File: src/rtl/mem_initiator.sv
// Load/store bus initiator for a word-addressed memory: sub-word loads with extension, sub-word stores by read-modify-write.
// Optional build macro MISALIGN_TRAP_EN: misaligned half/word requests complete with an error and no memory access.
module mem_initiator #(
  parameter int unsigned ACK_TIMEOUT = 16
) (
  input  logic        clk,
  input  logic        rst,
  input  logic        req_valid_i,
  output logic        req_ready_o,
  input  logic        req_we_i,
  input  logic [1:0]  req_size_i,
  input  logic        req_unsigned_i,
  input  logic [31:0] req_addr_i,
  input  logic [31:0] req_wdata_i,
  output logic        resp_valid_o,
  output logic [31:0] resp_rdata_o,
  output logic        resp_err_o,
  output logic        mem_rd_en_o,
  output logic        mem_wr_en_o,
  output logic [31:0] mem_addr_o,
  output logic [31:0] mem_data_o,
  input  logic [31:0] mem_data_i,
  input  logic        mem_ack_i
);

  localparam int CNT_W = (ACK_TIMEOUT < 2) ? 1 : $clog2(ACK_TIMEOUT + 1);
  localparam logic [CNT_W-1:0] CNT_LAST = (ACK_TIMEOUT == 0) ? '0 : CNT_W'(ACK_TIMEOUT - 1);

  typedef enum logic [2:0] {IDLE, RD, RD_DATA, WR, RESP} state_t;

  state_t            state_q, state_d;
  logic [CNT_W-1:0]  cnt_q, cnt_d;
  logic              err_q, err_d;

  // Request context; only meaningful once a request is accepted, so no reset.
  logic [31:0]       addr_q;
  logic [1:0]        size_q;
  logic              uns_q;
  logic              we_q;
  logic [31:0]       data_q;

  logic              misalign;
  logic              timeout_hit;
  logic              accept;

  function automatic logic [31:0] load_extend(input logic [31:0] word, input logic [1:0] a,
                                              input logic [1:0] size, input logic uns);
    logic signed [7:0]  b;
    logic signed [15:0] h;
    case (a)
      2'd0:    b = word[7:0];
      2'd1:    b = word[15:8];
      2'd2:    b = word[23:16];
      default: b = word[31:24];
    endcase
    h = a[1] ? word[31:16] : word[15:0];
    case (size)
      2'b00:   load_extend = uns ? {24'h0, b} : {{24{b[7]}}, b};
      2'b01:   load_extend = uns ? {16'h0, h} : {{16{h[15]}}, h};
      default: load_extend = word;
    endcase
  endfunction

  function automatic logic [31:0] store_merge(input logic [31:0] word, input logic [31:0] wdata,
                                              input logic [1:0] a, input logic [1:0] size);
    store_merge = word;
    case (size)
      2'b00: begin
        case (a)
          2'd0:    store_merge[7:0]   = wdata[7:0];
          2'd1:    store_merge[15:8]  = wdata[7:0];
          2'd2:    store_merge[23:16] = wdata[7:0];
          default: store_merge[31:24] = wdata[7:0];
        endcase
      end
      2'b01: begin
        if (a[1]) store_merge[31:16] = wdata[15:0];
        else      store_merge[15:0]  = wdata[15:0];
      end
      default: store_merge = wdata;
    endcase
  endfunction

`ifdef MISALIGN_TRAP_EN
  assign misalign = ((req_size_i == 2'b01) && req_addr_i[0]) ||
                    (req_size_i[1] && (req_addr_i[1:0] != 2'b00));
`else
  assign misalign = 1'b0;
`endif

  assign timeout_hit = (ACK_TIMEOUT != 0) && (cnt_q == CNT_LAST);
  assign accept      = (state_q == IDLE) && req_valid_i;

  always_comb begin
    state_d      = state_q;
    cnt_d        = cnt_q;
    err_d        = err_q;
    req_ready_o  = 1'b0;
    resp_valid_o = 1'b0;
    mem_rd_en_o  = 1'b0;
    mem_wr_en_o  = 1'b0;
    case (state_q)
      IDLE: begin
        req_ready_o = 1'b1;
        cnt_d       = '0;
        err_d       = 1'b0;
        if (req_valid_i) begin
          if (misalign) begin
            state_d = RESP;
            err_d   = 1'b1;
          end else if (req_we_i && req_size_i[1]) begin
            state_d = WR;
          end else begin
            state_d = RD;
          end
        end
      end
      RD: begin
        mem_rd_en_o = 1'b1;
        if (mem_ack_i) begin
          state_d = RD_DATA;
        end else if (timeout_hit) begin
          state_d = RESP;
          err_d   = 1'b1;
        end else begin
          cnt_d = cnt_q + CNT_W'(1);
        end
      end
      RD_DATA: begin
        cnt_d   = '0;
        state_d = we_q ? WR : RESP;
      end
      WR: begin
        mem_wr_en_o = 1'b1;
        if (mem_ack_i) begin
          state_d = RESP;
        end else if (timeout_hit) begin
          state_d = RESP;
          err_d   = 1'b1;
        end else begin
          cnt_d = cnt_q + CNT_W'(1);
        end
      end
      RESP: begin
        resp_valid_o = 1'b1;
        cnt_d        = '0;
        state_d      = IDLE;
      end
      default: state_d = IDLE;
    endcase
  end

  always_ff @(posedge clk) begin
    if (rst) begin
      state_q <= IDLE;
      cnt_q   <= '0;
      err_q   <= 1'b0;
    end else begin
      state_q <= state_d;
      cnt_q   <= cnt_d;
      err_q   <= err_d;
    end
  end

  // Store data doubles as the merged write word and, for loads, the extended result.
  always_ff @(posedge clk) begin
    if (accept) begin
      addr_q <= req_addr_i;
      size_q <= req_size_i;
      uns_q  <= req_unsigned_i;
      we_q   <= req_we_i;
      data_q <= req_wdata_i;
    end else if (state_q == RD_DATA) begin
      data_q <= we_q ? store_merge(mem_data_i, data_q, addr_q[1:0], size_q)
                     : load_extend(mem_data_i, addr_q[1:0], size_q, uns_q);
    end
  end

  assign resp_rdata_o = ((state_q == RESP) && !we_q && !err_q) ? data_q : 32'h0;
  assign resp_err_o   = (state_q == RESP) && err_q;
  assign mem_addr_o   = (mem_rd_en_o || mem_wr_en_o) ? {addr_q[31:2], 2'b00} : 32'h0;
  assign mem_data_o   = mem_wr_en_o ? data_q : 32'h0;

endmodule

File: config.mk
export PLATFORM = sky130hd
export DESIGN_NAME = mem_initiator
export DESIGN_NICKNAME = d
export VERILOG_FILES = /design/src/rtl/mem_initiator.sv
export SDC_FILE = /design/constraint.sdc
export NUM_CORES = 1
export LEC_CHECK = 0
export BUFFER_PORTS_ARGS = -buffer_cell sky130_fd_sc_hd__buf_2
export CORE_UTILIZATION = 48
export DETAILED_ROUTE_END_ITERATION = 10
export PLACE_DENSITY = 0.9
export SLEW_MARGIN = 10
export SYNTH_ARGS = -nofsm -noshare
export SYNTH_HDL_FRONTEND = slang
export SYNTH_SLANG_ARGS = --single-unit
File: constraint.sdc
create_clock -name clk -period 3 [get_ports clk]
set_input_delay 0.45 -clock clk [delete_from_list [all_inputs] [get_ports clk]]
set_output_delay 0.45 -clock clk [all_outputs]
set_load 0.1 [all_outputs]
==> impl_metrics.py, run 1 <==
metrics = {
    "sta": {
        "relSlewSlack": 0.4690,
        "tightest_slew_ns": 0.7966,
        "finalSetupViolations": 0,
        "period_share": 0.9155,
        "fin_crit_ns": 2.746,
        "tns_ns": 0,
        "max_freq_mhz": 364.1,
        "finClkSkew_ns": 0.005301,
        "hold_viol": 0,
        "finalMaxSlewViolations": 0,
        "rsz0062_at_grt": "false",
    },
    "routing": {
        "wl_per_cell_microns": 17.59,
        "vias_per_cell": 5.672,
        "drc_errors": 0,
        "dr.pass1.iters": 5,
        "met1_length_microns": 5653,
        "met2_length_microns": 6960,
        "first_iter_violations": 436,
        "finalWirelength_microns": 14420,
        "antenna_left": 0,
        "top_layer": "met4",
        "num_vias": 4651,
        "dr_wl_met3_microns": 1328,
    },
    "floorplanning": {
        "core_region_area_sq_um": 9415,
        "initial_core_util": 0.5055,
        "placementRows": 35,
        "dieHeight_microns": 101.6,
        "dieArea_sq_um": 10320,
        "ios": 205,
        "die_x_microns": 101.6,
    },
    "clock_network": {
        "root_buffer": "clkbuf_8",
        "path_clk_slew_ns": 0.08,
        "clockBufferDepth": 2,
        "htreeDepth": 3,
        "cts_sinks": 77,
        "cts_made_buffers": 9,
        "ctsResizeCount": 0,
        "cts_hold_buffers": 0,
        "cts_tree": "done",
        "cts_setup_buffers": 0,
        "clkLatencyLatePin_ns": 0.35,
    },
    "worst_setup_path": {
        "r2r_start": "state_q[1]",
        "worstSetupEndpointType": "output pin",
        "crit_path_start_kind": "flip-flop",
        "reg2reg_slack_ns": 0.37,
        "cpLargestDelayFamily": "buffers and inverters",
        "crit_type": "flip-flop to output pin",
        "slowest_stage": "dfxtp_1",
        "cp-startpoint": "state_q[0]",
        "worstPathArrival_ns": 2.30,
        "path_max_fanout": 33,
        "reg2reg_depth": 6,
        "max_stage_delay_ns": 0.55,
        "path_cells": "inv_1 > nor2_4 > buf_12 > and3_1 > buf_2",
        "required_ns": 2.55,
        "rr_endpoint": "data_q[20]",
        "path_buf_inv": 3,
    },
    "placement": {
        "gp_congestion": 0.9192,
        "dp_hpwl_microns": 10720,
        "port_buffers": 202,
        "dpl_cell_area_sq_um": 5886,
    },
    "grt": {
        "grt_max_degree": 34,
        "grt_pass1_vias": 4210,
        "overflow": 0,
        "antenna_found_initial": 2,
        "track_usage": 0.2746,
        "grt_pass1_wl_microns": 21480,
    },
    "synthesis": {
        "synth_seq_cells": 77,
        "syn_inst": 497,
        "synth_ff_type": "edfxtp_1",
        "synthesis.area_sq_um": 4760,
        "synth_seq_area_share": 0.4669,
        "synth.avg_cell_area_sq_um": 9.577,
        "ys_types": 45,
        "ys.warnings.count": 0,
        "async_reset_ff_frac": 0,
        "synth_enable_flop_cells": 68,
    },
    "cells_and_area": {
        "layout-drive-gt1-share": 0.3875,
        "synthToLayoutAreaGrowth_pct": 28.39,
        "layout_commonest_cell": "buf_2",
        "fillers": 781,
        "fin_nets": 790,
        "finalInstanceArea_sq_um": 6111,
        "regArea_sq_um": 2222,
        "multi_input_area_sq_um": 2342,
        "layout_common_cells": "buf_2, edfxtp_1, and2_1, nor2_1, o21ai_0",
    },
    "run_status": {
        "status": "complete, no violations",
    },
    "pwr": {
        "power_density_nw_per_um2": 698.3,
        "p_leak_nw": 2.908,
        "peakVddDrop_mv": 0.3003,
    },
    "min_path": {
        "whs_endpoint": "addr_q[24]",
        "min_path_cells": 1,
        "min_from": "req_addr_i[24]",
        "hold_class": "primary input to flip-flop",
    },
    "run": {
        "maxCapViolations": 0,
    },
}
[final cells by class]
type                            count  area share
Tap cell                          129     0.02641
Inverter                           12    0.007371
Timing Repair Buffer              215      0.1835
Multi-Input combinational cell    369      0.3833
Clock inverter                      3    0.003686
Sequential cell                    77      0.3636
Antenna cell                        2   0.0008190
Clock buffer                       13     0.03133
[per-layer routing]
layer / GRT usage / up-vias
met3: 0.05521 / 44
li1: - / 2151
met2: 0.4366 / 294
met5: 0 / -
met4: 0.1193 / 0
met1: 0.3647 / 2162
[logic make-up (layout without fill, tap and decap cells)]
kind of cell,count (synthesis),count (layout),synth area share
simple gates,227,228,0.2547
compound gates,103,103,0.1483
flops,77,77,0.4669
buf+inv,53,243,0.04863
mux,32,32,0.07176
fa+ha+maj,2,2,0.005257
xor+xnor,2,2,0.003681
other cells,1,4,0.0007879
[state kept, by name, summed over array words and instances, names as in the netlist]
signal / flops
size_q: 2
uns_q: 1
addr_q: 32
err_q: 1
data_q: 32
we_q: 1
cnt_q: 5
state_q: 3
[worst max path at each step]
stage,slack (ns),cells after the start,end
5_1_grt,0.11,5,mem_data_o[24]
4_1_cts,0.12,5,mem_data_o[24]
6_report,0.25,5,mem_data_o[24]
3_5_place_dp,0.51,6,data_q[31]
2_1_floorplan,0.05,5,resp_rdata_o[10]
3_3_place_gp,0.61,5,mem_data_o[24]
[where the power goes]
| part | internal, mW | switching (mW) |
|---|---|---|
| Combinational | 0.444 | 1.37 |
| Sequential | 1.45 | 0.182 |
| Clock | 0.428 | 0.395 |
| Total | 2.32 | 1.95 |
[Yosys cell counts (2+ instances only)]
| library cell | instances | area, sq um |
|---|---|---|
| nor3_1 | 6 | 30.03 |
| xor2_1 | 2 | 17.52 |
| and2_1 | 65 | 406.6 |
| a221oi_1 | 6 | 52.55 |
| ha_1 | 2 | 25.02 |
| mux2_2 | 13 | 146.4 |
| a211oi_1 | 5 | 37.54 |
| o21ai_0 | 40 | 200.2 |
| inv_1 | 11 | 41.29 |
| and3_1 | 35 | 219.0 |
| edfxtp_1 | 68 | 2042 |
| nor3b_1 | 9 | 67.56 |
| nand2_1 | 36 | 135.1 |
| buf_2 | 8 | 40.04 |
| a221oi_2 | 10 | 150.1 |
| nand2b_1 | 5 | 31.28 |
| clkbuf_1 | 29 | 108.9 |
| a31oi_1 | 5 | 31.28 |
| nor2b_1 | 3 | 18.77 |
| buf_4 | 2 | 15.01 |
| buf_6 | 2 | 22.52 |
| a21oi_1 | 30 | 150.1 |
| dfxtp_1 | 9 | 180.2 |
| nor2_1 | 58 | 217.7 |
| mux2i_1 | 18 | 180.2 |
[stage by stage]
stage                     cells  worst slack [ns]  hold slack, ns    util  power, mW
after floorplan             498           0.05468          0.4570       -      3.004
after global routing        820            0.1141          0.2469  0.6490      4.434
after detailed placement    801            0.5050          0.4813  0.6251      3.432
after global placement      801            0.6069          0.4721  0.6251      3.371
after CTS                   817            0.1233          0.2522  0.6478      4.247
final                       820            0.2536          0.2675  0.6490      4.267
(Power assumes the default switching activity.)
==> run 2: changes to the inputs <==
--- a/config.mk
+++ b/config.mk
@@ -6,9 +6,10 @@
 export NUM_CORES = 1
 export LEC_CHECK = 0
 export BUFFER_PORTS_ARGS = -buffer_cell sky130_fd_sc_hd__buf_2
-export CORE_UTILIZATION = 48
+export CORE_UTILIZATION = 28
 export DETAILED_ROUTE_END_ITERATION = 10
-export PLACE_DENSITY = 0.9
+export GPL_TIMING_DRIVEN = 1
+export PLACE_DENSITY = 0.61
 export SLEW_MARGIN = 10
 export SYNTH_ARGS = -nofsm -noshare
 export SYNTH_HDL_FRONTEND = slang
==> impl_metrics.py, run 2 (same netlist as run 1, synthesis figures left out) <==
metrics = {
    "worst_setup_path": {
        "crit_path_end": "resp_rdata_o[11]",
        "r2r_start": "addr_q[0]",
        "slowest_stage": "dfxtp_1",
        "path_max_fanout": 32,
        "crit_type": "flip-flop to output pin",
        "max_stage_delay_ns": 0.55,
        "reg2reg_depth": 6,
        "rr_endpoint": "data_q[19]",
        "cpLargestDelayFamily": "buffers and inverters",
        "reg2reg_slack_ns": 0.62,
        "crit_cells": 5,
        "required_ns": 2.55,
        "cp-startpoint": "state_q[2]",
        "path_buf_inv": 2,
        "worstPathArrival_ns": 2.16,
        "crit_path_start_kind": "flip-flop",
        "path_cells": "and2_2 > nor3b_2 > buf_4 > and2_1 > buf_2",
        "worstSetupEndpointType": "output pin",
    },
    "placement": {
        "gp_congestion": 0.8092,
        "port_buffers": 202,
        "dp_hpwl_microns": 11580,
        "dpl_cell_area_sq_um": 6226,
    },
    "grt": {
        "overflow": 0,
        "grt_pass1_vias": 4142,
        "track_usage": 0.1744,
        "grt_max_degree": 57,
        "antenna_found_initial": 2,
        "grt_pass1_wl_microns": 23270,
    },
    "floorplanning": {
        "ios": 205,
        "initial_core_util": 0.2870,
        "core_region_area_sq_um": 16580,
        "placementRows": 47,
        "dieArea_sq_um": 17520,
        "dieHeight_microns": 132.4,
        "die_x_microns": 132.4,
    },
    "clock_network": {
        "cts_hold_buffers": 0,
        "clockBufferDepth": 2,
        "htreeDepth": 3,
        "root_buffer": "clkbuf_16",
        "path_clk_slew_ns": 0.06,
        "clkLatencyLatePin_ns": 0.34,
        "ctsResizeCount": 0,
        "cts_setup_buffers": 0,
        "cts_made_buffers": 9,
        "cts_sinks": 77,
        "cts_tree": "done",
    },
    "sta": {
        "finalSetupViolations": 0,
        "finalMaxSlewViolations": 0,
        "hold_viol": 0,
        "relSlewSlack": 0.4739,
        "fin_crit_ns": 2.607,
        "fin_worst_hold_slack_ns": 0.2776,
        "max_freq_mhz": 383.6,
        "period_share": 0.8690,
        "tns_ns": 0,
        "tightest_slew_ns": 0.7891,
        "rsz0062_at_grt": "false",
        "finClkSkew_ns": 0.006127,
    },
    "routing": {
        "wl_per_cell_microns": 16.78,
        "vias_per_cell": 4.793,
        "drc_errors": 0,
        "finalWirelength_microns": 15340,
        "dr.pass1.iters": 5,
        "num_vias": 4381,
        "first_iter_violations": 264,
        "antenna_left": 0,
    },
    "cells_and_area": {
        "layout-drive-gt1-share": 0.3882,
        "fin_nets": 794,
        "reg_top3": "addr_q x32, data_q x32, cnt_q x5",
        "fin_util": 0.3940,
        "synthToLayoutAreaGrowth_pct": 37.28,
        "layout_common_cells": "buf_2, edfxtp_1, and2_1, nor2_1, o21ai_0",
        "layout_commonest_cell": "buf_2",
        "finalInstanceArea_sq_um": 6534,
    },
    "run": {
        "maxCapViolations": 0,
    },
    "pwr": {
        "peakVddDrop_mv": 0.2942,
        "p_leak_nw": 2.999,
        "power_density_nw_per_um2": 706.1,
    },
    "min_path": {
        "hold_class": "primary input to flip-flop",
    },
    "run_status": {
        "status": "complete, no violations",
    },
}
==> run 2: cell type report <==
cell class                      count  area [sq um]
Antenna cell                        1         2.502
Clock buffer                        9         225.2
Clock inverter                      7         80.08
Fill cell                        1676         10050
Inverter                           12         45.04
Multi-Input combinational cell    368          2342
Sequential cell                    77          2222
Tap cell                          220         275.3
Timing Repair Buffer              220          1341
==> run 2: how the worst min path moves through the flow <==
| stage | cells after the start | slack (ns) | startpoint | endpoint |
|---|---|---|---|---|
| 3_3_place_gp | 2 | 0.47 | cnt_q[4] | cnt_q[4] |
| 2_1_floorplan | 2 | 0.46 | cnt_q[4] | cnt_q[4] |
| 6_report | 1 | 0.28 | req_addr_i[4] | addr_q[4] |
| 4_1_cts | 1 | 0.27 | req_addr_i[8] | addr_q[8] |
| 5_1_grt | 1 | 0.26 | req_addr_i[4] | addr_q[4] |
| 3_5_place_dp | 2 | 0.50 | cnt_q[4] | cnt_q[4] |
==> run 2: metrics by stage <==
step	setup WS [ns]	cells	power [mW]
after detailed placement	0.6579	897	3.495
after global placement	0.7143	897	3.478
final	0.3930	914	4.613
after floorplan	0.05468	498	3.004
after global routing	0.2490	914	4.811
after CTS	0.3624	913	4.645
==> run 2: per-layer routing <==
layer  global-route usage  up-vias  share of wire
li1                     -     2147              -
met1               0.2334     2027           0.45
met2               0.2713      183           0.45
met3              0.04229       24          0.071
met4              0.06577        0          0.023
met5                    0        -              0
==> run 2: power breakdown <==
part,switching [mW],internal [mW]
Sequential,0.163,1.45
Combinational,1.39,0.469
Clock,0.427,0.715
Total,1.98,2.63
